### src/rtl/inst_queue.sv
// rtl/inst_queue.sv - fetch-to-decode instruction FIFO with flush and rdy freeze
// Optional zero-latency empty-queue bypass: INST_QUEUE_BYPASS_EN.
module inst_queue #(
    parameter int DEPTH  = 4,
    parameter int ADDR_W = 32,
    parameter int INST_W = 32
) (
    input  logic                     clk,
    input  logic                     rst,
    input  logic                     rdy,
    input  logic                     flush,
    input  logic                     in_valid,
    input  logic [ADDR_W-1:0]        in_pc,
    input  logic [INST_W-1:0]        in_inst,
    output logic                     in_ready,
    output logic                     out_valid,
    output logic [ADDR_W-1:0]        out_pc,
    output logic [INST_W-1:0]        out_inst,
    input  logic                     out_ready,
    output logic [$clog2(DEPTH):0]   count
);

    localparam int PW = $clog2(DEPTH);
    localparam int CW = PW + 1;

    logic [PW-1:0]     wp_q, wp_d;
    logic [PW-1:0]     rp_q, rp_d;
    logic [CW-1:0]     count_q, count_d;
    logic [ADDR_W-1:0] pc_mem_q   [DEPTH];
    logic [ADDR_W-1:0] pc_mem_d   [DEPTH];
    logic [INST_W-1:0] inst_mem_q [DEPTH];
    logic [INST_W-1:0] inst_mem_d [DEPTH];

    logic empty;
    logic full;
    logic bypass;
    logic push;
    logic pop;

    always_comb begin
        empty = (count_q == '0);
        full  = (count_q == CW'(DEPTH));
`ifdef INST_QUEUE_BYPASS_EN
        bypass = empty & in_valid & rdy & ~flush;
`else
        bypass = 1'b0;
`endif
        // in_ready depends only on registered occupancy, never on out_ready
        in_ready  = ~full;
        out_valid = ~empty | bypass;
        out_pc    = '0;
        out_inst  = '0;
        if (!empty) begin
            out_pc   = pc_mem_q[rp_q];
            out_inst = inst_mem_q[rp_q];
        end
`ifdef INST_QUEUE_BYPASS_EN
        else if (bypass) begin
            out_pc   = in_pc;
            out_inst = in_inst;
        end
`endif
        // A bypassed instruction consumed in the same cycle is never stored
        push = rdy & in_valid & ~full & ~flush & ~(bypass & out_ready);
        pop  = rdy & ~empty & out_ready & ~flush;
    end

    always_comb begin
        wp_d       = wp_q;
        rp_d       = rp_q;
        count_d    = count_q;
        pc_mem_d   = pc_mem_q;
        inst_mem_d = inst_mem_q;
        if (rst || flush) begin
            wp_d    = '0;
            rp_d    = '0;
            count_d = '0;
        end else begin
            if (push) begin
                pc_mem_d[wp_q]   = in_pc;
                inst_mem_d[wp_q] = in_inst;
                wp_d             = wp_q + PW'(1);
            end
            if (pop) begin
                rp_d = rp_q + PW'(1);
            end
            count_d = count_q + CW'(push) - CW'(pop);
        end
    end

    always_ff @(posedge clk) begin
        wp_q       <= wp_d;
        rp_q       <= rp_d;
        count_q    <= count_d;
        pc_mem_q   <= pc_mem_d;
        inst_mem_q <= inst_mem_d;
    end

    assign count = count_q;

endmodule
### config.mk
export PLATFORM = sky130hd
export DESIGN_NAME = inst_queue
export DESIGN_NICKNAME = d
export VERILOG_FILES = /design/src/rtl/inst_queue.sv
export SDC_FILE = /design/constraint.sdc
export NUM_CORES = 1
export LEC_CHECK = 0
export CELL_PAD_IN_SITES_DETAIL_PLACEMENT = 1
export CELL_PAD_IN_SITES_GLOBAL_PLACEMENT = 1
export CORE_MARGIN = 2
export CORE_UTILIZATION = 43
export CTS_CLUSTER_SIZE = 24
export DETAILED_ROUTE_END_ITERATION = 10
export PLACE_DENSITY = 0.77
export SKIP_LAST_GASP = 1
export SLEW_MARGIN = 20
export SYNTH_ARGS = -nofsm -noshare
export SYNTH_HDL_FRONTEND = slang
export SYNTH_SLANG_ARGS = --single-unit
export TNS_END_PERCENT = 10
### constraint.sdc
create_clock -name clk -period 2.97 [get_ports clk]
set_input_delay 0.297 -clock clk [delete_from_list [all_inputs] [get_ports clk]]
set_output_delay 0.297 -clock clk [all_outputs]
set_load 0.05 [all_outputs]
==> impl_summary.txt <==
----------------------------------------------------
[Routing]
  Detail Route Antenna Nets ... 0
  Via/cell ratio ... 5.16
  Routed wirelength normalized by instance count ... 22.1 um
  Count of routing violations after the opening detailed-route iteration ... 187
  Initial DRT Pass Iterations ... 4
  DR DRC count ... 0
  Via count ... 4932
  Detailed-route wire length ... approximately 21000 um

[Critical path]
  Critical-path cell list ... mux4_2 -> and2_1 -> clkdlybuf4s50_1
  Arrival time of the worst setup path ... 2.61 ns
  Data required time of the critical path ... around 2.7 ns
  Largest stage delay on the critical path ... 0.70 ns
  Highest net fanout along the worst path ... 22
  Buffering stage count on the worst path with inverters included ... 1
  Sort of element at the end of the critical path ... output pin
  Kind of start point of the critical path ... flop
  Master of the slowest instance on the critical path ... sky130_fd_sc_hd__clkdlybuf4s50_1
  Cell family with the largest share of critical-path delay ... buffers and inverters
  Category of the critical setup timing path ... flop to output pin

[Placement]
  Buffers on Ports ... 138
  Global placer's final weighted congestion ... ~0.76
  Placed wire-length estimate ... 13000 um
  Area post-placement ... 11900 um^2

[Timing]
  Period utilisation layout ... 98.0%
  Count of pins over their slew limit ... 0
  Worst clock skew on the final layout ... 0.00653 ns
  Min Clock Period, post-route ... 2.91 ns
  Worst Max-Slew Pin Slew ... 0.519 ns
  Slew HR ... 65.3%
  Fmax ... ~340 MHz
  Number of hold violations in the final report ... 0
  Finish-stage setup viols ... 0
  Setup repair after global routing missed its margin ... true

[Logic synthesis]
  Number of flops mapped to enable cells by yosys ... 256
  Leading post-synthesis cells by instance count ... sky130_fd_sc_hd__edfxtp_1, sky130_fd_sc_hd__and2_1, sky130_fd_sc_hd__mux4_2, sky130_fd_sc_hd__clkbuf_1, sky130_fd_sc_hd__dfxtp_1
  Cell types occupying the most area after synthesis ... sky130_fd_sc_hd__edfxtp_1, sky130_fd_sc_hd__mux4_2, sky130_fd_sc_hd__and2_1, sky130_fd_sc_hd__dfxtp_1, sky130_fd_sc_hd__ha_1
  Number of nets in the synthesized netlist ... approximately 530
  Synthesized netlist cell count ... 456
  Ys flop type ... sky130_fd_sc_hd__edfxtp_1
  Share of synthesized area occupied by flip-flops and latches ... 77.2%
  Most used standard cell by instance count after synthesis ... sky130_fd_sc_hd__edfxtp_1
  Post-Syn Area ... 10100 um^2
  Area share of the leading cell type in the synthesized netlist ... 75.8%
  Syn. warnings ... 0
  Register bit total from synthesis ... 263
  Distinct cell type count after synthesis ... 24
  Post-synth ARST share ... 0%
  Yosys top cell by area ... sky130_fd_sc_hd__edfxtp_1
  Mean instance size in the synthesized netlist ... roughly 22 um^2

[Job]
  Max-cap check violation count ... 0

[Floorplanning]
  Std cell rows ... 56
  Full die area ... 24800 um^2
  Vertical extent of the die ... 158 um
  I/O pin cnt ... around 140
  Core area ... 23300 um^2
  Horizontal die dimension ... approximately 160 um
  Starting Density ... 43.4%

[Clock network]
  Skew-Pair Late Insertion Delay ... around 0.52 ns
  Bufs on Longest Clock Path ... 3
  Clock root buffer ... sky130_fd_sc_hd__clkbuf_16
  Number of sinks handled by clock tree synthesis ... 263
  Total of hold buffers inserted after clock tree synthesis ... 0
  Total number of H-tree levels ... 1
  Total clock buffers created by CTS ... 26
  TritonCTS clock tree ... done
  # Post-CTS Setup Buffers ... 0
  Clock-pin transition on the worst setup and hold timing paths ... 0.06 ns

[GRT]
  All-Layer GR Usage ... 17.4%
  Leftover overflow at the end of global routing ... 0
  Number of global-route vias before repair ... between 5000 and 6000
  Initial antenna violation count ... 2
  First-pass GRT wire length ... roughly 32000 um
  Largest net degree at the start of global routing ... 68

[Power]
  Leak Pwr ... 4.17 nW
  PwrDens ... 608 nW/um^2
  Total Power Consumption ... a little under 8 mW
  Peak VDD IR ... 416 uV

[Status]
  Status ... finished, final reports clean

[Layout]
  Final design area excluding fillers ... 12800 um^2
  # fillers ... about 2000
  Area growth, synth to finish ... 26.0%
  Fin nets ... 693
  Ratio of cells with drive above 1 in the final layout ... between 20% and 30%

[Hold path]
  Path category of the worst min-delay check ... primary input to flop

----------------------------------------------------
==> power breakdown <==
part	switching, mW	internal (mW)	leakage [nW]
Combinational	0.153	0.130	1.36
Clock	1.34	2.06	0.448
Sequential	0.00393	4.08	2.36
==> final cells by class <==
| type | instances | area (um^2) | share of cell area [%] |
|---|---|---|---|
| Timing Repair Buffer | 156 | 1470 | 11.5 |
| Inverter | 5 | 18.8 | 0.147 |
| Antenna cell | 1 | 2.50 | 0.0196 |
| Tap cell | 319 | 399 | 3.12 |
| Sequential cell | 263 | 7840 | 61.3 |
| Clock buffer | 34 | 762 | 5.97 |
| Clock inverter | 14 | 145 | 1.14 |
| Multi-Input combinational cell | 164 | 2140 | 16.7 |
==> final timing paths <==
path | startpoint | end | slack, ns | cells past startpoint
worst max-delay path | rp_q[0]$_SDFFE_PN0P_ | out_pc[27] | 0.06 | 3
worst min-delay path | in_inst[27] | inst_mem_q[123]$_DFFE_PP_ | 0.41 | 1
worst max register to register | count[1]$_SDFF_PN0_ | count[2]$_SDFF_PN0_ | 0.40 | 10
worst min register to register | wp_q[1]$_SDFFE_PN0N_ | wp_q[1]$_SDFFE_PN0N_ | 0.51 | 2
==> layout by cell type (no fill, tap or decap), drive strengths merged, types with 2 or more instances in the layout <==
cell type and n:
buf 63, ha 6, edfxtp 256, or3 2, mux4 64, clkdlybuf4s50 93
and2 66, clkinv 9, mux2i 3, nand2 6, and3 6, nor3 2
dfxtp 7, nand4 2, clkbuf 34, bufinv 3, xnor2 2, inv 6
==> worst register-to-register path, stage by stage, from the launching register on <==
cell and delay, ns:
sky130_fd_sc_hd__dfxtp_1 0.37, sky130_fd_sc_hd__or3_2 0.52, sky130_fd_sc_hd__and3_1 0.21, sky130_fd_sc_hd__ha_1 0.29
sky130_fd_sc_hd__inv_1 0.06, sky130_fd_sc_hd__ha_1 0.13, sky130_fd_sc_hd__inv_1 0.05, sky130_fd_sc_hd__fa_1 0.37
sky130_fd_sc_hd__xnor2_1 0.23, sky130_fd_sc_hd__xnor2_1 0.10, sky130_fd_sc_hd__and2_1 0.15
==> sequential cells by signal, indices dropped and copies added, names as in the netlist <==
name,flops
count,3
inst_mem_q,128
pc_mem_q,128
rp_q,2
wp_q,2
==> layer usage <==
metal / wire length [um] / up-vias / track usage (%)
li1: - / 2166 / -
met1: 8740 / 2613 / 22.6
met2: 11100 / 119 / 30.6
met3: 887 / 32 / 3.03
met4: 362 / 2 / 4.20
met5: 16 / - / 0
==> through the flow <==
step / setup slack [ns] / TNS [ns] / hold WS (ns) / instances / utilization [%]
after global routing: -0.0814 / -0.882 / 0.408 / 955 / 54.7
final: 0.0586 / 0 / 0.412 / 956 / 54.7
after floorplan: -0.690 / -132.69 / 0.374 / 456 / -
after CTS: -0.0422 / -0.558 / 0.389 / 955 / 54.7
after global placement: 0.355 / 0 / 0.475 / 907 / 50.8
after detailed placement: 0.0998 / 0 / 0.507 / 907 / 50.8
==> what timing repair did <==
action,in CTS,in global routing
hold endpoints to repair,0,0
gates resized for setup,0,2
endpoints found under the setup margin,31,63
pin swaps,0,0
==> cells by family (layout without fill, tap and decap cells) <==
logic type | after synthesis | count (layout) | share of synthesized area, %
adder cells (fa/ha/maj) | 7 | 7 | 0.938
buffers and inverters | 29 | 209 | 1.91
AO/OA/AOI/OAI | 1 | 1 | 0.0493
other | 0 | 1 | 0
multiplexers | 67 | 67 | 14.5
flip-flops | 263 | 263 | 77.2
XOR/XNOR | 2 | 2 | 0.173
AND/OR/NAND/NOR | 87 | 87 | 5.20
(Power assumes the default switching activity.)
